File: config.mk
export PLATFORM = sky130hd
export DESIGN_NAME = hazard_sched
export DESIGN_NICKNAME = d
export VERILOG_FILES = /design/src/rtl/hazard_sched.sv
export SDC_FILE = /design/constraint.sdc
export NUM_CORES = 1
export LEC_CHECK = 0
export BUFFER_PORTS_ARGS = -buffer_cell sky130_fd_sc_hd__buf_2
export CAP_MARGIN = 20
export CORE_MARGIN = 2
export CORE_UTILIZATION = 41
export DETAILED_ROUTE_END_ITERATION = 12
export PLACE_DENSITY_LB_ADDON = 0.15
export SLEW_MARGIN = 20
export SYNTH_ARGS = -nofsm -noshare
export SYNTH_HDL_FRONTEND = slang
export SYNTH_SLANG_ARGS = --single-unit
File: constraint.sdc
create_clock -name clk -period 3.6 [get_ports clk]
set_input_delay 0.72 -clock clk [delete_from_list [all_inputs] [get_ports clk]]
set_output_delay 0.72 -clock clk [all_outputs]
set_load 0.01 [all_outputs]
File: src/rtl/hazard_sched.sv
// Hazard scheduler for the 5-stage core: stall/flush control for every pipeline
// register, operand forwarding selects, and sequencing of multi-cycle mult/div in E.
module hazard_sched #(
    parameter int MUL_LAT    = 4,
    parameter int DIV_LAT    = 32,
    parameter int CNT_W      = 6,
    parameter int DELAY_SLOT = 1
) (
    input  logic       clk,
    input  logic       rst,
    input  logic [4:0] rsD,
    input  logic [4:0] rtD,
    input  logic [4:0] rsE,
    input  logic [4:0] rtE,
    input  logic [4:0] writeregE,
    input  logic [4:0] writeregM,
    input  logic [4:0] writeregW,
    input  logic       regwriteE,
    input  logic       regwriteM,
    input  logic       regwriteW,
    input  logic       memtoregE,
    input  logic       memtoregM,
    input  logic       branchD,
    input  logic       pcsrcD,
    input  logic       jumpD,
    input  logic       mdu_startE,
    input  logic       mdu_divE,
    input  logic       mem_reqM,
    input  logic       mem_ackM,
    output logic       stallF,
    output logic       stallD,
    output logic       stallE,
    output logic       stallM,
    output logic       flushD,
    output logic       flushE,
    output logic       flushM,
    output logic       flushW,
    output logic       forwardAD,
    output logic       forwardBD,
    output logic [1:0] forwardAE,
    output logic [1:0] forwardBE,
    output logic       mdu_busy,
    output logic       mdu_done
);

    typedef enum logic {RUN, MDU} state_t;

    // The counter holds the remaining stall cycles after the accepting cycle.
    localparam logic [CNT_W-1:0] MUL_CNT = CNT_W'(MUL_LAT - 1);
    localparam logic [CNT_W-1:0] DIV_CNT = CNT_W'(DIV_LAT - 1);
    localparam logic [CNT_W-1:0] CNT_ONE = CNT_W'(1);

    state_t           state;
    logic [CNT_W-1:0] cnt;

    logic memstall, mdustall, lwstall, brstall, cnt_zero;

    assign cnt_zero = (cnt == '0);
    assign memstall = mem_reqM & ~mem_ackM;
    assign mdustall = ((state == RUN) & mdu_startE) | ((state == MDU) & ~cnt_zero);
    assign lwstall  = memtoregE & ((rtE == rsD) | (rtE == rtD));
    assign brstall  = branchD &
                      ((regwriteE & (writeregE != 5'd0) & ((writeregE == rsD) | (writeregE == rtD))) |
                       (memtoregM & (writeregM != 5'd0) & ((writeregM == rsD) | (writeregM == rtD))));

    assign mdu_busy = (state == MDU);
    assign mdu_done = (state == MDU) & cnt_zero;

    // A start seen under a memory stall is not accepted; E still holds the op,
    // so it is picked up again once the stall clears.
    // NOTE: sequential state uses non-blocking assignments so every register
    // samples the pre-edge values, independent of statement order.
    always_ff @(posedge clk or negedge rst) begin
        if (!rst) begin
            state <= RUN;
            cnt   <= '0;
        end else begin
            case (state)
                RUN: begin
                    if (mdu_startE && !memstall) begin
                        state <= MDU;
                        cnt   <= mdu_divE ? DIV_CNT : MUL_CNT;
                    end
                end
                MDU: begin
                    if (!cnt_zero)
                        cnt <= cnt - CNT_ONE;
                    else if (!memstall)
                        state <= RUN;
                end
                default: state <= RUN;
            endcase
        end
    end

    // NOTE: every output gets a default first so no path through the block
    // leaves a signal unassigned, which would infer a latch.
    always_comb begin
        stallF = 1'b0;
        stallD = 1'b0;
        stallE = 1'b0;
        stallM = 1'b0;
        flushD = 1'b0;
        flushE = 1'b0;
        flushM = 1'b0;
        flushW = 1'b0;
        if (memstall) begin
            {stallF, stallD, stallE, stallM} = 4'b1111;
            flushW = 1'b1;
        end else if (mdustall) begin
            {stallF, stallD, stallE} = 3'b111;
            flushM = 1'b1;
        end else if (lwstall || brstall) begin
            {stallF, stallD} = 2'b11;
            flushE = 1'b1;
        end else if ((pcsrcD || jumpD) && DELAY_SLOT == 0) begin
            flushD = 1'b1;
        end
    end

    // Forwarding is independent of stalls; the M stage is the younger result.
    always_comb begin
        forwardAE = 2'b00;
        forwardBE = 2'b00;
        if (rsE != 5'd0 && regwriteM && writeregM == rsE)
            forwardAE = 2'b10;
        else if (rsE != 5'd0 && regwriteW && writeregW == rsE)
            forwardAE = 2'b01;
        if (rtE != 5'd0 && regwriteM && writeregM == rtE)
            forwardBE = 2'b10;
        else if (rtE != 5'd0 && regwriteW && writeregW == rtE)
            forwardBE = 2'b01;
    end

    assign forwardAD = (rsD != 5'd0) & regwriteM & (writeregM == rsD);
    assign forwardBD = (rtD != 5'd0) & regwriteM & (writeregM == rtD);

endmodule

Word-level counts from Yosys, hierarchy flattened

Index checks and enable logic that the tools add are counted.

Register bits: 7
Logic and storage cells: 76
Bits of input ports: 49
Output and inout bits: 16

Bitwise operators: 22
Equal/unequal tests: 12
Reductions and logical operators: 19
Mux-type cells: 20
Add/subtract/negate cells: 1

Operator list:

| kind                                                  | count |
|---|---|
| equality test 5 bit                                   | 10 |
| nonzero test 5 bit                                    | 6 |
| bitwise AND 1 bit                                     | 14 |
| 2-to-1 mux 1 bit                                      | 13 |
| 2-to-1 mux 6 bit                                      | 2 |
| case mux 6 bit (2 select lines)                       | 1 |
| logical AND 1 bit                                     | 9 |
| zero test 6 bit                                       | 1 |
| subtractor 6 x 1 -> 6 bit, second input constant      | 1 |
| 2-to-1 mux 5 bit                                      | 1 |
| OR 1 bit                                              | 5 |
| 2-to-1 mux 2 bit                                      | 2 |
| inverter 1 bit                                        | 3 |
| inequality test 2 x 1 -> 1 bit, second input constant | 1 |
| inequality test 2 bit, second input constant          | 1 |
| case mux 1 bit (2 select lines)                       | 1 |
| AND reduction 2 bit                                   | 1 |
| zero test 1 bit                                       | 1 |
| logical OR 1 bit                                      | 1 |

Longest topological paths before layout

Gate-level depths: netlist of run 1.

Depth after elaboration: 9
Mapped depth: 7
Depth with buffers taken out: 7

Least setup slack after synthesis of run 1

Ideal clock, no wire load.

Kind: in2out
Start point: input port rsE[3]
End point: output port forwardAE[0]
Arrival time: 1.903 ns
Stages on the path: 4
Data required time: 2.880 ns
Path buffers: 0
Path slack: 0.977 ns
Cell sequence: or4_1 > nor2_1 > nor4_1 > nor4_1

Cells in the longest elaborated chain, start to end: 5
Elaborated cells between the ends (all ways): 9
Classes of those cells: eq/ne (2); mux (2); reduce/logical (5)

RTL lines:

| what                            | RTL line | RTL |
|---|---|---|
| start, declared                 | 13       | `input logic [4:0] rsE,` |
| nonzero test 5 bit              | 125, 127 |  |
| logical AND 1 bit (2 in series) | 127      | `else if (rsE != 5'd0 && regwriteW && writeregW == rsE)` |
| 2-to-1 mux 1 bit                | 127      |  |
| 2-to-1 mux 2 bit *              | 125      | `if (rsE != 5'd0 && regwriteM && writeregM == rsE)` |
| end, declared                   | 40       | `output logic [1:0] forwardAE,` |

Mark *: on every way between the ends. The rest lies on a longest branch, timed or not.

Final worst setup path of run 1

Start point: input port rtE[1]
End point: output port forwardBE[0]

Cells in the longest elaborated chain, start to end: 5
Elaborated cells between the ends (all ways): 9
Classes of those cells: eq/ne (2); mux (2); reduce/logical (5)

RTL lines:

| what                            | RTL line | RTL |
|---|---|---|
| start, declared                 | 14       | `input logic [4:0] rtE,` |
| nonzero test 5 bit              | 129, 131 |  |
| logical AND 1 bit (2 in series) | 131      | `else if (rtE != 5'd0 && regwriteW && writeregW == rtE)` |
| 2-to-1 mux 1 bit                | 131      |  |
| 2-to-1 mux 2 bit *              | 129      | `if (rtE != 5'd0 && regwriteM && writeregM == rtE)` |
| end, declared                   | 41       | `output logic [1:0] forwardBE,` |

Marked as above.

==> results of run 1 <==
==> stage by stage <==
stage / instance area (um2) / instances / hold WS (ns) / worst slack (ns) / total power, mW
after floorplan: 1270 / 152 / 0.424 / 0.977 / 0.429
after global placement: 1510 / 232 / 0.527 / 0.872 / 0.507
after detailed placement: 1510 / 232 / 0.562 / 0.855 / 0.521
final: 1540 / 236 / 0.297 / 0.852 / 0.592
after global routing: 1540 / 236 / 0.296 / 0.731 / 0.652
after CTS: 1540 / 236 / 0.290 / 0.839 / 0.598
==> path summary, 6_finish.rpt <==
path                            slack [ns]  startpoint  depth (start not counted)           end
worst max-delay path                  0.85      rtE[1]                          6  forwardBE[0]
worst min-delay path                  0.30         rst                          1        cnt[2]
worst max register to register        1.93      cnt[0]                          7        cnt[3]
worst min register to register        0.57      cnt[1]                          2        cnt[1]
max in group asynchronous             3.14         rst                          1        cnt[3]
min in group clk                      0.57      cnt[1]                          2        cnt[1]
==> state kept, by name, summed over array words and instances (netlist names) <==
name      count
mdu_busy      1
cnt           6
==> final cells by class <==
cell class,count,area [um2]
sequential,7,175
fill,292,1470
inverter,3,11.3
timing repair buffer,61,305
tap,33,41.3
multi-input combinational,128,978
clock buffer,4,26.3
==> layer usage <==
metal / track usage [%] / share of wire [%] / vias to the layer above
met5: 0 / 0 / -
met4: 0.952 / 0 / 0
met3: 4.37 / 6.2 / 0
met2: 33.0 / 47 / 39
met1: 26.2 / 47 / 592
li1: - / - / 629
==> worst max-delay path, stage by stage <==
cell,delay (ns)
buf_2,0.15
or4_4,0.55
nor2_4,0.12
nor4_2,0.07
nor4_2,0.24
buf_2,0.17
==> kinds of logic after synthesis <==
group	synth area share, %
buffers and inverters	9.07
AND/OR/NAND/NOR	26.7
AO/OA/AOI/OAI	12.1
other	0.296
XOR/XNOR	35.2
adder cells (fa/ha/maj)	1.97
flip-flops	13.8
multiplexers	0.789
==> power groups by stage <==
stage | clock network (mW) | registers [mW] | logic (mW)
6_report | 0.0735 | 0.178 | 0.341
2_1_floorplan | 0 | 0.162 | 0.267
3_5_place_dp | 0 | 0.180 | 0.341
3_3_place_gp | 0 | 0.177 | 0.330
5_1_grt | 0.0813 | 0.185 | 0.386
4_1_cts | 0.0769 | 0.178 | 0.344
==> layout by cell type (no fill, tap or decap), types with 2 or more instances in the layout <==
| cell | synthesis | routed |
|---|---|---|
| ha_1 | 2 | 2 |
| o2111ai_1 | 2 | 2 |
| nand3_1 | 7 | 7 |
| o21ai_0 | 4 | 4 |
| nor4_1 | 2 | 2 |
| nor3_1 | 7 | 7 |
| buf_2 | 2 | 61 |
| nor2_1 | 8 | 8 |
| nand4_1 | 4 | 4 |
| o311a_1 | 2 | 2 |
| or3_1 | 2 | 2 |
| clkbuf_4 | 0 | 3 |
| nor2_4 | 2 | 2 |
| o21ai_1 | 2 | 2 |
| xnor2_1 | 39 | 39 |
| inv_1 | 3 | 3 |
| nor4_2 | 2 | 2 |
| xor2_1 | 12 | 12 |
| dfrtp_1 | 7 | 7 |
| nand2_1 | 7 | 7 |
| or4_1 | 2 | 2 |
==> flow_summary.ini, run 1 <==
[critical_path]
startpoint_type = input pin
crit_type = in -> out
crit_required_ns = 2.88
worstPathArrival_ns = 2.03
end_kind = output pin
critPathMaxFanout = 5

[placed_design]
dp_hpwl_mm = 2.77
place.gp.congestion = 0.800
port_buffers = 61

[worst_hold_path]
hold_path.class = in -> async

[power_and_ir_drop]
leakagePower_nw = 0.641
ir_drop_v = 0.000274
seqPwrFrac_pct = 30.1
p_switching_mw = 0.264
power.density_nw_per_um2 = 385
power_frac_comb_pct = 57.5
pwr-share-clk_pct = 12.4
sw_frac_of_total_pct = 44.7
intPower_mw = 0.328

[timing]
relSlewSlack_pct = 63.7
drv_slew = 0
setup_violations = 0
period_share_pct = 76.3
tightest_slew_ns = 0.541
hold_viol_final = 0
clock.fmax_mhz = 364
setup_tns_ns = 0
skew_ns = 0.00105
grt_setup_unrepaired = no
min_period_ns = 2.75

[floorplan]
coreArea_um2 = 3000
die_y_um = 59.6
fp.dieW_um = 59.6
start_util_pct = 42.3
die_area_um2 = 3560
fp-row-count = 20
num_io_pins = 65

[clocking]
clock-sinks = 7
holdBufCountCts = 0
cts_resized = 0
post_cts_buffers = 0
cts_tree = done
htreeDepth = 1
cts-root-buf = clkbuf_4
clock_path_buffers = 2
cts-buffers-inserted = 3
clk_latency_ns = 0.25
clk_pin_slew_ns = 0.05

[cells_and_area]
utilization_pct = 51.2
fin_nets = 255
final_layout_size_suffix_gt1_share_pct = 36.5
synthToLayoutAreaGrowth_pct = 21.2
diodes = 0

[synth]
synth_ff_type = dfrtp_1
synthTopCellsByArea = xnor2_1 27%, dfrtp_1 14%, xor2_1 8.3%
seq_area_frac_synth_pct = 13.8
ys_seq_elements = 7
syn_area_um2 = 1270
synthTopCellsByCount = 39 x xnor2_1, 12 x xor2_1, 8 x nor2_1
synth_cells = 152
post-synth-top-count-cell = xnor2_1
yosys_warnings = 0
yosys.cell_types.count = 45
async_flop_share_pct = 100
synth.top_cell.area_share_pct = 26.9
syn_avg_cell_area_um2 = 8.35
yosysTopAreaCell = xnor2_1
synthesis.nets = 203
synth_edf_count = 0

[detailed_routing]
drt_wl_total_mm = 3.31
drc = 0
viasPerCell = 5.34
dr.first_iter.drc_count = 27
via_count = 1260
ant_nets = 0
routedWlPerCell_um = 14.0
firstDrtPassIters = 4

[status]
outcome = finished, final reports clean

[grt]
grt.overflow.total = 0
grt_pass1_wl_mm = 5.28
track_usage_pct = 19.3
antenna_found_initial = 0
grt_pass1_vias = 1175
grt_max_degree = 13

[run]
drv_cap = 0
No activity file was read; power rests on OpenSTA's default activity.
==> inputs of run 2 (changes only) <==
==> constraint.sdc (replaced) <==
create_clock -name clk -period 2.7 [get_ports clk]
set_input_delay 0.54 -clock clk [delete_from_list [all_inputs] [get_ports clk]]
set_output_delay 0.54 -clock clk [all_outputs]
set_load 0.01 [all_outputs]
==> run 2 against run 1 <==
  * First-iteration DRC count up 70%
  * Clock-buffer cell count is the same
  * Flip-flop and latch count unchanged
  * Die area unchanged
  * Routed wire length down 2.9%
  * Power increased by 33%
  * Critical path depth is 1 higher
  * Global-route usage down 0.62 points
  * Critical path type is now reg -> out
==> flow_summary.ini, run 2 (same netlist as run 1, synthesis figures left out) <==
[critical_path]
cpMaxStageDelayCell = dfrtp_1
worstRegToRegCells = 7
startpoint_type = flip-flop
critPathMaxFanout = 4
crit_path_cell_trace = inv_1, ha_1, nor4b_4, and3_1, o21bai_1, nand4b_1, buf_2
path_depth = 7
crit_family = simple AND/OR/NAND/NOR gates
crit_required_ns = 2.16
path_buf_inv = 2
end_kind = output pin
worstPathArrival_ns = 1.89
crit_type = reg -> out
max_stage_delay_ns = 0.38

[clocking]
clock_path_buffers = 2
holdBufCountCts = 0
cts_tree = done
clock-sinks = 7
post_cts_buffers = 0
htreeDepth = 1
cts-root-buf = clkbuf_4
cts-buffers-inserted = 3
clk_latency_ns = 0.25
cts_resized = 0
clk_pin_slew_ns = 0.05

[grt]
grt_busiest_layer = met2
use_met3_pct = 4.15
grt_pass1_vias = 1143
use_met2_pct = 32.0
grt_pass1_wl_mm = 5.11
antenna_found_initial = 0
grt.overflow.total = 0
grt.met1_usage_pct = 25.2
track_usage_pct = 18.7
grt_max_degree = 13

[timing]
setup_tns_ns = 0
period_share_pct = 89.9
hold_viol_final = 0
grt_setup_unrepaired = no
tightest_slew_ns = 0.507
clock.fmax_mhz = 412
min_period_ns = 2.43
setup_violations = 0
skew_ns = 0.00319
relSlewSlack_pct = 66.1
drv_slew = 0

[power_and_ir_drop]
p_switching_mw = 0.350
intPower_mw = 0.437
seqPwrFrac_pct = 30.4
leakagePower_nw = 0.641
power_frac_comb_pct = 57.3
sw_frac_of_total_pct = 44.5
ir_drop_v = 0.000347
pwr-share-clk_pct = 12.3
power.density_nw_per_um2 = 512

[placed_design]
dp_hpwl_mm = 2.71
port_buffers = 61
postPlaceCellArea_um2 = 1510
place.gp.congestion = 0.801

[cells_and_area]
design_area_um2 = 1540
layout_common_cells = 61 x buf_2, 39 x xnor2_1, 12 x xor2_1
final_common_cell = buf_2
final_layout_size_suffix_gt1_share_pct = 36.5
diodes = 0
largest-register = cnt
fin_nets = 255
synthToLayoutAreaGrowth_pct = 21.2
largest_reg_flops = 6

[detailed_routing]
drt_wl_total_mm = 3.21
dr.first_iter.drc_count = 46
viasPerCell = 5.43
routedWlPerCell_um = 13.6
ant_nets = 0
firstDrtPassIters = 4
drc = 0
via_count = 1282

[floorplan]
start_util_pct = 42.3
die_area_um2 = 3560
coreArea_um2 = 3000
fp.dieW_um = 59.6
die_y_um = 59.6
num_io_pins = 65
fp-row-count = 20

[status]
outcome = finished, final reports clean

[run]
drv_cap = 0

[worst_hold_path]
hold_path.class = in -> async
run 2: cell counts in the layout (fill, tap and decap cells not counted):
Identical to the previous run, type by type.
run 2: worst register-to-register path, cell delays in order (launching register included):
cell	delay, ns
dfrtp_1	0.38
inv_1	0.12
ha_1	0.17
nor4b_4	0.23
a21boi_1	0.17
nor2_4	0.20
o21ai_1	0.11
a211oi_2	0.21
run 2: power groups by stage:
| stage | registers, mW | logic (mW) | clock network [mW] |
|---|---|---|---|
| 2_1_floorplan | 0.216 | 0.356 | 0 |
| 5_1_grt | 0.247 | 0.503 | 0.106 |
| 3_3_place_gp | 0.236 | 0.440 | 0 |
| 4_1_cts | 0.238 | 0.455 | 0.101 |
| 6_report | 0.239 | 0.451 | 0.0965 |
| 3_5_place_dp | 0.239 | 0.452 | 0 |
run 2: layout make-up:
| cell class | instances | area (um2) |
|---|---|---|
| clock buffer | 4 | 26.3 |
| fill | 292 | 1470 |
| inverter | 3 | 11.3 |
| multi-input combinational | 128 | 978 |
| sequential | 7 | 175 |
| tap | 33 | 41.3 |
| timing repair buffer | 61 | 305 |
run 2: routing by layer:
metal | wire (um) | up-vias
met4 | 0 | 0
met3 | 177 | 0
met5 | 0 | -
li1 | - | 633
met1 | 1510 | 608
met2 | 1530 | 41
run 2: worst paths after layout:
check / start / end / slack, ns
setup / recovery: cnt[0] / stallF / 0.27
hold / removal: rst / cnt[2] / 0.11
setup reg to reg: cnt[0] / cnt[4] / 1.04
hold reg to reg: cnt[1] / cnt[1] / 0.59
max in group asynchronous: rst / cnt[5] / 2.42
min in group clk: cnt[1] / cnt[1] / 0.59
run 2: stage by stage:
stage | worst slack [ns] | util (%) | instances | power, mW | hold WS (ns)
2_1_floorplan | 0.437 | - | 152 | 0.572 | 0.244
3_3_place_gp | 0.332 | 50.3 | 232 | 0.676 | 0.389
3_5_place_dp | 0.339 | 50.3 | 232 | 0.691 | 0.385
4_1_cts | 0.267 | 51.2 | 236 | 0.794 | 0.109
5_1_grt | 0.120 | 51.2 | 236 | 0.856 | 0.120
6_report | 0.271 | 51.2 | 236 | 0.787 | 0.114
==> inputs of run 3 (changes only) <==
--- a/config.mk
+++ b/config.mk
@@ -5,11 +5,12 @@
 export SDC_FILE = /design/constraint.sdc
 export NUM_CORES = 1
 export LEC_CHECK = 0
-export BUFFER_PORTS_ARGS = -buffer_cell sky130_fd_sc_hd__buf_2
 export CAP_MARGIN = 20
 export CORE_MARGIN = 2
 export CORE_UTILIZATION = 41
 export DETAILED_ROUTE_END_ITERATION = 12
+export DONT_BUFFER_PORTS = 1
+export GPL_ROUTABILITY_DRIVEN = 0
 export PLACE_DENSITY_LB_ADDON = 0.15
 export SLEW_MARGIN = 20
 export SYNTH_ARGS = -nofsm -noshare
==> run 3 against run 2 <==
  * First-iteration DRC count shrank 35%
  * Clock skew grew 0.0085 ns
  * Final area shrank 19%
  * Combinational power shrank 19%
  * Critical path type unchanged
  * Critical endpoint is now stallD
==> flow_summary.ini, run 3 (same netlist as run 1, synthesis figures left out) <==
[clocking]
post_cts_buffers = 0
clock-sinks = 7
cts-root-buf = clkbuf_4
clock_path_buffers = 2
htreeDepth = 1
clk_latency_ns = 0.26
clk_pin_slew_ns = 0.06
cts-buffers-inserted = 3
cts_tree = done

[timing]
period_share_pct = 94.7
tightest_slew_ns = 0.624
hold_viol_final = 0
min_period_ns = 2.56
holdWs_ns = 0.543
skew_ns = 0.0117
relSlewSlack_pct = 58.0
clock.fmax_mhz = 391
setup_slack_ns = 0.144
setup_violations = 0
setup_tns_ns = 0
drv_slew = 0

[placed_design]
preCtsSetupSlack_ns = 0.372
dp_hpwl_mm = 2.54
postPlaceCellArea_um2 = 1210
port_buffers = 0

[floorplan]
fp-row-count = 20
die_y_um = 59.6
num_io_pins = 65
start_util_pct = 42.3
fp.dieW_um = 59.6
die_area_um2 = 3560
coreArea_um2 = 3000

[cells_and_area]
largest-register = cnt
multi_input_area_um2 = 980
final_common_cell = xnor2_1
nFillCells = 311
fin_nets = 196
largest_reg_flops = 6
design_area_um2 = 1250
regArea_um2 = 175
layout_common_cells = 39 x xnor2_1, 12 x xor2_1, 8 x nor2_1
final_layout_size_suffix_gt1_share_pct = 10.4
synthToLayoutAreaGrowth_pct = -1.38
diodes = 0

[detailed_routing]
dr.first_iter.drc_count = 30
routedWlPerCell_um = 17.2
ant_nets = 0
drc = 0
drt_wl_total_mm = 3.05
viasPerCell = 5.85
firstDrtPassIters = 4
via_count = 1035

[critical_path]
startpoint_type = flip-flop
worstPathArrival_ns = 2.02
crit_type = reg -> out
crit_required_ns = 2.16
end_kind = output pin
worstRegToRegCells = 7
reg2reg_from = cnt[0]
regToRegEndpoint = cnt[4]
r2r_slack_ns = 1.01
critPathMaxFanout = 4

[worst_hold_path]
min_from = mdu_divE
hold_path.class = in -> reg
min_delay_worst_endpoint = cnt[3]
whs_path_depth = 2

[run]
drv_cap = 0

[power_and_ir_drop]
leakagePower_nw = 0.402
power.density_nw_per_um2 = 564
power_mw = 0.706
ir_drop_v = 0.000306

[grt]
grt_pass1_wl_mm = 5.04
grt.overflow.total = 0
grt_pass1_vias = 1118
track_usage_pct = 18.5
antenna_found_initial = 0
grt_max_degree = 13

[status]
outcome = finished, final reports clean
## run 3: cell type report
cell class                      instances  share of cell area [%]
Sequential cell                         7                    14.0
Timing Repair Buffer                    2                    1.40
Multi-Input combinational cell        128                    78.3
Inverter                                3                   0.900
Clock buffer                            4                    2.10
Tap cell                               33                    3.30
## run 3: stage by stage
| step | std cells | util [%] |
|---|---|---|
| after floorplan | 152 | - |
| after global placement | 172 | 40.4 |
| after detailed placement | 172 | 40.4 |
| after CTS | 177 | 41.6 |
| after global routing | 177 | 41.7 |
| final | 177 | 41.7 |
## run 3: worst max-delay path by stage
stage	start	endpoint	depth (start not counted)
3_3_place_gp	rsE[3]	forwardAE[0]	4
3_5_place_dp	cnt[0]	stallD	6
2_1_floorplan	rsE[3]	forwardAE[0]	4
5_1_grt	cnt[0]	stallF	6
4_1_cts	cnt[0]	stallD	6
6_report	cnt[0]	stallD	6
## run 3: critical path, stage by stage, from the launching register on
cell and delay [ns]:
dfrtp_1 0.38, inv_1 0.11, ha_1 0.17, nor4b_4 0.24
and3_2 0.29, o21bai_1 0.18, nand4b_1 0.37
## run 3: per-layer routing
layer | vias up | track usage (%) | routed length [um]
met5 | - | 0 | 0
met4 | 0 | 1.90 | 11
met3 | 2 | 5.46 | 268
met2 | 40 | 29.8 | 1430
met1 | 482 | 25.2 | 1340
li1 | 511 | - | -
## run 3: where the power goes
part / internal (mW) / leakage, nW / switching, mW
combinational: 0.188 / 0.307 / 0.177
clock: 0.0567 / 0.0150 / 0.0423
sequential: 0.159 / 0.0796 / 0.0820
total: 0.404 / 0.402 / 0.301
## run 3: timing repair
item / 4_1_cts / 5_1_grt
hold buffers: 1 / 0
endpoints found under the hold margin: 7 / 0
setup endpoints to repair: 0 / 2
resized for setup: 0 / 1
